`config.mk`:
```
export PLATFORM = sky130hd
export DESIGN_NAME = sb3320_path_sequencer
export DESIGN_NICKNAME = d
export VERILOG_FILES = /design/src/rtl/sb3320_path_sequencer.sv
export SDC_FILE = /design/constraint.sdc
export NUM_CORES = 1
export LEC_CHECK = 0
export ABC_AREA = 1
export BUFFER_PORTS_ARGS = -buffer_cell sky130_fd_sc_hd__buf_4
export CORE_ASPECT_RATIO = 1.4
export CORE_MARGIN = 10
export CORE_UTILIZATION = 54
export CTS_CLUSTER_SIZE = 10
export DETAILED_ROUTE_END_ITERATION = 7
export PLACE_DENSITY = 0.75
export SETUP_SLACK_MARGIN = 0.5
export SYNTH_ARGS = -nofsm -noshare
export SYNTH_HDL_FRONTEND = slang
export SYNTH_SLANG_ARGS = --single-unit
```
`constraint.sdc`:
```
create_clock -name clk_50 -period 2.44 [get_ports clk_50]
set_input_delay 0.122 -clock clk_50 [delete_from_list [all_inputs] [get_ports clk_50]]
set_output_delay 0.122 -clock clk_50 [all_outputs]
set_load 0.1 [all_outputs]
```
`src/rtl/sb3320_path_sequencer.sv`:
```
// Route sequencer: replays a preloaded list of turn codes node by node toward the turn stage.
// Optional TURN watchdog enabled by defining SB3320_TURN_TIMEOUT_EN.
module sb3320_path_sequencer #(
    parameter int DEPTH    = 16,
    parameter int IDX_W    = 4,
    parameter int DEBOUNCE = 8,
    parameter int TIMEOUT  = 50_000_000
) (
    input  logic             clk_50,
    input  logic             rst,
    input  logic             wr_en,
    input  logic [2:0]       wr_data,
    input  logic             run,
    input  logic             abort,
    input  logic             sensor_l,
    input  logic             sensor_m,
    input  logic             sensor_r,
    input  logic             turn_done,
    output logic [2:0]       turn,
    output logic             start,
    output logic             busy,
    output logic             route_done,
    output logic             fault,
    output logic [IDX_W-1:0] node_idx
);

    typedef enum logic [2:0] {
        IDLE, FOLLOW, TURN, CLEAR, FINISH, FAULT
    } state_t;

    localparam int DEB_W = $clog2(DEBOUNCE + 1);
    localparam logic [DEB_W-1:0] DEB_LAST = DEB_W'(DEBOUNCE - 1);
    localparam logic [IDX_W:0]   DEPTH_C  = (IDX_W + 1)'(DEPTH);
    localparam logic [2:0] CODE_STOP = 3'b000;
    localparam logic [2:0] CODE_FWD  = 3'b001;
    localparam logic [2:0] CODE_MAX  = 3'b100;

    state_t            state, state_n;
    logic [2:0]        route_mem [DEPTH];
    logic [IDX_W:0]    count, count_eff, idx;
    logic [DEB_W-1:0]  deb_cnt;
    logic [2:0]        cur_code;
    logic              all_high, wr_ok;

`ifdef SB3320_TURN_TIMEOUT_EN
    localparam int TMO_W = $clog2(TIMEOUT + 1);
    localparam logic [TMO_W-1:0] TMO_LAST = TMO_W'(TIMEOUT - 1);
    logic [TMO_W-1:0]  tmo_cnt;
`endif

    assign all_high  = sensor_l & sensor_m & sensor_r;
    assign wr_ok     = (state == IDLE) && wr_en && !abort && (count != DEPTH_C);
    // A write in the same cycle as run is visible to the run decision.
    assign count_eff = count + {{IDX_W{1'b0}}, wr_ok};
    assign cur_code  = route_mem[idx[IDX_W-1:0]];
    assign node_idx  = idx[IDX_W-1:0];

    always_ff @(posedge clk_50) begin
        if (wr_ok) begin
            route_mem[count[IDX_W-1:0]] <= wr_data;
        end
    end

    always_comb begin
        state_n = state;
        case (state)
            IDLE: begin
                if (run) state_n = (count_eff == '0) ? FINISH : FOLLOW;
            end
            FOLLOW: begin
                if (all_high && deb_cnt == DEB_LAST) begin
                    if (cur_code == CODE_STOP)     state_n = FINISH;
                    else if (cur_code > CODE_MAX)  state_n = FAULT;
                    else                           state_n = TURN;
                end
            end
            TURN: begin
                if (turn_done) state_n = CLEAR;
`ifdef SB3320_TURN_TIMEOUT_EN
                else if (tmo_cnt == TMO_LAST) state_n = FAULT;
`endif
            end
            CLEAR: begin
                if (!all_high) state_n = (idx == count) ? FINISH : FOLLOW;
            end
            FINISH: begin
                if (run) state_n = (count == '0) ? FINISH : FOLLOW;
            end
            FAULT:   state_n = FAULT;
            default: state_n = IDLE;
        endcase
        if (abort) state_n = IDLE;
    end

    // Outputs are decoded from the next state so they change on the same edge as the state.
    always_ff @(posedge clk_50 or posedge rst) begin
        if (rst) begin
            state      <= IDLE;
            count      <= '0;
            idx        <= '0;
            deb_cnt    <= '0;
            turn       <= CODE_STOP;
            start      <= 1'b0;
            busy       <= 1'b0;
            route_done <= 1'b0;
            fault      <= 1'b0;
        end else begin
            state <= state_n;
            if (wr_ok) count <= count + 1'b1;

            if (abort || ((state == IDLE || state == FINISH) && run)) idx <= '0;
            else if (state == TURN && turn_done) idx <= idx + 1'b1;

            if (state_n == FOLLOW && state != FOLLOW) deb_cnt <= '0;
            else if (state == FOLLOW) deb_cnt <= all_high ? deb_cnt + 1'b1 : '0;

            case (state_n)
                TURN:          turn <= cur_code;
                FOLLOW, CLEAR: turn <= CODE_FWD;
                default:       turn <= CODE_STOP;
            endcase
            start      <= (state_n == TURN);
            busy       <= (state_n == FOLLOW) || (state_n == TURN) || (state_n == CLEAR);
            route_done <= (state_n == FINISH);
            fault      <= (state_n == FAULT);
        end
    end

`ifdef SB3320_TURN_TIMEOUT_EN
    always_ff @(posedge clk_50 or posedge rst) begin
        if (rst)                 tmo_cnt <= '0;
        else if (state != TURN)  tmo_cnt <= '0;
        else                     tmo_cnt <= tmo_cnt + 1'b1;
    end
`endif

endmodule
```
* Word level (Yosys, flattened, before mapping)
Memory sizes are Yosys's and may differ from the RTL's.
Index checks and enable logic that the tools add are counted.
W data, S select, Z words.
** Storage, ports and cells
- Input port bits :: 12
- Output and inout bits :: 11
- Word-level logic and storage cells :: 70
- RAM bits :: 48
- Register bits :: 24
- Memories :: 1
** Cells by class
- Reductions and logical operators :: 19
- Bitwise gates (word level) :: 2
- $lt $le $gt $ge :: 1
- Equality and inequality tests :: 14
- Mux-type cells :: 20
- $add $sub $neg :: 4
** Memory list
- route_mem :: depth 16, bits a word 3, read ports 1, clocked after Yosys merged registers in 0, wr ports 1, line 39 : logic [2:0] route_mem [DEPTH];
** Operators with widths (count)
- $mux W3 :: 11
- $pmux W3 S6 :: 1
- $eq A3 B2 Y1 const B :: 4
- $eq A3 B3 Y1 const B :: 4
- $mux W4 :: 3
- $add A5 B1 Y5 const B :: 2
- $logic_not A5 Y1 :: 2
- $mux W5 :: 2
- $logic_and A1 B1 Y1 :: 7
- $eq A3 B1 Y1 const B :: 2
- $logic_not A3 Y1 :: 2
- $pmux W3 S2 :: 1
- $add A5 B1 Y5 :: 1
- $eq A5 B5 Y1 :: 1
- $ne A5 B5 Y1 const B :: 1
- $add A4 B1 Y4 const B :: 1
- $eq A4 B3 Y1 const B :: 1
- $logic_or A1 B1 Y1 :: 4
- $reduce_bool A2 Y1 :: 2
- $gt A3 B3 Y1 const B :: 1
- $ne A3 B1 Y1 const B :: 1
- $and A1 B1 Y1 :: 2
- $mux W1 :: 2
- $reduce_or A2 Y1 :: 1
- $logic_not A1 Y1 :: 1

* Longest topological paths before layout
- Depth in word-level cells :: 13
- Mapped depth :: 21
- Mapped depth without buffers :: 19

* Worst setup path after synthesis
No wires, ideal clock.
- Path type :: reg2reg
- From :: register count[1]
- To :: register turn[0]
- Data arrival time :: 2.362 ns
- Period minus slack after synthesis :: 2.435 ns
- Library setup time :: 0.073 ns
- Setup slack :: 0.005 ns
- Buffers on the path :: 0
- Data required time :: 2.367 ns
- Stages on the path, launching flop included :: 18
- Cells stage by stage :: dfrtp_1 > inv_1 > ha_1 > a31o_4 > inv_1 > ha_1 > ha_1 > inv_1 > nand2_1 > nor2_1 > nand2_1 > nor2_1 > nor2_1 > nor2_2 > nand2_4 > nor2_8 > nand2_2 > a21oi_2
** On the way
- Longest elaborated chain between the ends :: 11
- Elaborated cells between the ends (all ways) :: 19
- Those cells by class :: add/sub: 1; eq/ne: 5; mux: 9; reduce/logical: 4
** RTL lines
- start: declaration :: line 40 : logic [IDX_W:0] count, count_eff, idx;
- start signal: assignment :: line 109 : if (wr_ok) count <= count + 1'b1;
- $ne A5 B5 Y1 (*) :: line 52 : assign wr_ok = (state == IDLE) && wr_en && !abort && (count != DEPTH_C);
- $logic_and A1 B1 Y1 (*) :: line 52
- named net wr_ok :: line 43 : logic all_high, wr_ok;
- $add A5 B1 Y5 (*) :: line 54 : assign count_eff = count + {{IDX_W{1'b0}}, wr_ok};
- $logic_not A5 Y1 (*) :: line 68 : if (run) state_n = (count_eff == '0) ? FINISH : FOLLOW;
- $mux W3 (*) (2 in series) :: line 68
- $pmux W3 S6 (*) :: line 66 : case (state)
- $mux W3 (*) :: line 92 : if (abort) state_n = IDLE;
- $eq A3 B1 Y1 / $eq A3 B2 Y1 (equally long branches) :: line 117 : case (state_n)
- $reduce_or A2 Y1 :: line 117
- $pmux W3 S2 (*) :: line 117
- end signal: assignment :: line 118 : TURN: turn <= cur_code;
- end: declaration :: line 19 : output logic [2:0] turn,
The timed path passes the listed nets; every way through them passes the cells marked *.
A chain may end at the register's enable or synchronous reset.

* Final worst setup path
- From :: register idx[0]
- To :: register route_done
** On the way
- Longest elaborated chain between the ends :: 8
- Elaborated cells between the ends (all ways) :: 12
- Those cells by class :: order compare: 1; eq/ne: 2; mux: 7; reduce/logical: 1; memory: 1
** RTL lines
- start: declaration :: line 40
- start signal: assignment :: line 112 : else if (state == TURN && turn_done) idx <= idx + 1'b1;
- $mem_v2 Z16 W3
- $gt A3 B3 Y1 :: line 73 : else if (cur_code > CODE_MAX) state_n = FAULT;
- $mux W3 :: line 73
- $mux W3 :: line 72 : if (cur_code == CODE_STOP) state_n = FINISH;
- $mux W3 :: line 71 : if (all_high && deb_cnt == DEB_LAST) begin
- $pmux W3 S6 (*) :: line 66
- $mux W3 (*) :: line 92
- named net state_n[2] :: line 38 : state_t state, state_n;
- $eq A3 B3 Y1 (*) :: line 124 : route_done <= (state_n == FINISH);
- end signal: assignment :: line 124
- end: declaration :: line 22 : output logic route_done,
Marked as above.

==> results.py <==
metrics = {
    "global_route": {
        "grt_pass1_wl_um": 14100,
        "grt-ovfl-total": 0,
        "groute.usage.overall": 0.180,
        "first_global_vias": 2825,
        "antenna_found_initial": 0,
        "grt_max_degree": 28,
    },
    "clock_tree": {
        "cts_max_level": 3,
        "clk_latency_ns": 0.35,
        "tritoncts": "built",
        "path_clk_slew_ns": 0.08,
        "cts.sinks": 72,
        "clockBufferDepth": 2,
        "numCtsBuffers": 9,
        "cts-root-buf": "clkbuf_8",
    },
    "floorplan": {
        "fp.dieArea_sq_mm": 0.0102,
        "die_y_um": 116,
        "row_count": 34,
        "die_w_um": 88.3,
        "initial_core_util": 0.560,
        "io_pins": 23,
        "core_sq_mm": 0.00630,
    },
    "place": {
        "port_buffers": 22,
        "pre_cts_slack_ns": -0.0728,
        "dpl.hpwl_um": 6140,
        "gp_congestion": 1.02,
    },
    "yosys": {
        "yosys.area.top_type": "edfxtp_1",
        "synth_top_area_frac": 0.409,
        "synth_seq_cells": 72,
        "syn_nets": 377,
        "yosys.cell_types.count": 34,
        "syn-cell-area_sq_mm": 0.00352,
        "synthTopCellsByArea": "edfxtp_1 (41%), dfrtp_1 (17%), nor2_1 (5.9%)",
        "synthTopCellsByCount": "nor2_1 (55), nand2_1 (49), edfxtp_1 (48)",
        "yosysWarnings": 0,
        "synthCells": 356,
        "synth_edf_count": 48,
        "synthFlopType": "edfxtp_1",
        "yosysSeqAreaShare": 0.579,
        "postSynthAreaPerCell_sq_um": 9.90,
        "synth.most_common_cell": "nor2_1",
        "synthArstFlopShare": 0.333,
    },
    "finish": {
        "drive_above_1_share": 0.360,
        "antenna_cells": 0,
        "nets": 433,
        "area_delta_synth_final_pct": 27.6,
    },
    "setup_path": {
        "worst-r2r-cell-count": 17,
        "cp.arrival_ns": 2.78,
        "end_kind": "register",
        "worstSetupStartpointType": "register",
        "path_delay_family": "simple AND/OR/NAND/NOR gates",
        "worst-path-stages": 17,
        "cp_slowest_cell": "dfrtp_2",
        "critical_path_buf_inv_count": 4,
        "critPathMostFrequentCell": "nand2_1",
        "worstPathRequired_ns": 2.68,
        "path_class": "register to register",
        "critPathMaxFanout": 16,
        "cp_cell_sequence": "buf_12, o21ai_1, o22ai_1, o211ai_1, nand2_1, ha_4, nor3_2, nand2_1, nand2_1, nor2_1, nand2_1, nor2_4, inv_2, nand2_2, inv_2, nand3_1, inv_1",
        "cpPeakStageDelay_ns": 0.46,
    },
    "timing": {
        "whs_ns": -0.00261,
        "setup_ws_ns": -0.106,
        "slew_headroom": 0.365,
        "min_period_ns": 2.55,
        "finalSetupViolCount": 7,
        "rsz0062_at_grt": "true",
        "finalHoldViolations": 16,
        "fin_skew_ns": 0.0134,
        "worst_pin_slew_ns": 0.952,
        "fin_crit_sh": 1.04,
        "slew_viol_final": 0,
        "clock.fmax_mhz": 393,
        "tns_ns": -0.576,
    },
    "detailed_routing": {
        "post_drt_wl_per_cell_um": 18.1,
        "drt_iter0_drc": 268,
        "drcViolationCount": 0,
        "vias_per_cell": 5.67,
        "vias": 2775,
        "ant_nets": 0,
        "firstDrtPassIters": 4,
        "wirelength_um": 8860,
    },
    "job": {
        "cap_violations": 0,
    },
    "pwr": {
        "p_per_area_mw_per_mm2": 724,
        "vdd_ir_drop_max_uv": 426,
        "p_leak_nw": 1.84,
    },
    "run_status": {
        "violations": "negative hold slack, negative setup slack",
        "status": "finished, violations left",
    },
    "worst_hold_path": {
        "hold_path_class": "primary input to asynchronous set/reset pin",
    },
}
==> metal layers <==
layer / vias up / global-route usage / routed length [um]
met4: 0 / 0.103 / 377
met1: 1326 / 0.197 / 3230
li1: 1317 / - / -
met3: 26 / 0.0471 / 587
met5: - / 0 / 0
met2: 106 / 0.308 / 4660
==> power breakdown <==
group / internal [mW] / leakage, nW / switching [mW] / total, mW
Combinational: 0.320 / 1.01 / 0.693 / 1.01
Clock: 0.398 / 0.0817 / 0.397 / 0.795
Sequential: 1.39 / 0.748 / 0.0529 / 1.45
==> state kept, by name, indices dropped and copies added (netlist names) <==
name and cells:
idx 5, busy 1, turn 3, route_mem 48, state 3, count 5
route_done 1, start 1, deb_cnt 4, fault 1
==> cells in the final DEF, fill, tap and decap left out, drive strengths merged, types with 2 or more instances in the layout <==
cell / instances
xor2: 5
o221ai: 6
clkinvlp: 2
o22ai: 4
buf: 57
o21ai: 32
nand4: 6
a21oi: 5
ha: 9
clkbuf: 15
nor3: 11
nor2: 63
edfxtp: 48
o211ai: 6
nand2: 54
inv: 41
nand3: 23
clkinv: 2
dfrtp: 24
==> worst paths after layout <==
path / startpoint / to / slack, ns
max: idx[0] / route_done / -0.11
min: rst / turn[0] / -0.003
max reg2reg: idx[0] / route_done / -0.11
min reg2reg: deb_cnt[3] / deb_cnt[3] / 0.54
max in group asynchronous: rst / count[0] / 1.80
min in group clk_50: wr_data[0] / route_mem[8][0] / 0.11
==> layout make-up <==
type                    count  area, sq um
clock buffers              15          156
inverters                  43          175
multi-input cells         228         1530
clock inverters             1         5.00
repair buffers             57          487
flip-flops and latches     72         2050
repair inverters            1         7.51
fillers                   443         1800
well taps                  72         90.1
==> cells by family after synthesis <==
family,share of synthesized area
adders and majority gates,0.0319
xor gates and xnor gates,0.0124
DFF,0.579
and+or+nand+nor,0.216
buffers and inverters,0.0657
AOI/OAI and AO/OA,0.0944
==> worst reg2reg max path: cells and delay by family (launching register included) <==
| family | cells | cell delay [ns] |
|---|---|---|
| AOI/OAI and AO/OA | 3 | 0.53 |
| adders and majority gates | 1 | 0.30 |
| buffers and inverters | 4 | 0.32 |
| and+or+nand+nor | 9 | 0.84 |
| DFF | 1 | 0.46 |
==> metrics by stage <==
stage	area (sq um)	cells	total power [mW]	util
after floorplan	3610	356	2.00	-
after global placement	3930	459	2.25	0.623
after detailed placement	3930	459	2.26	0.623
after CTS	4230	481	3.09	0.672
after global routing	4500	489	3.42	0.714
final	4500	489	3.25	0.714
==> timing repair <==
item                       4_1_cts  5_1_grt
hold buffers                     0        0
resized for setup               26       49
cloned                           1        0
setup endpoints to repair       22       52
buffers inserted                 5        8
pin swaps                        9       19
Note: power is estimated with default switching activity, not from simulation.
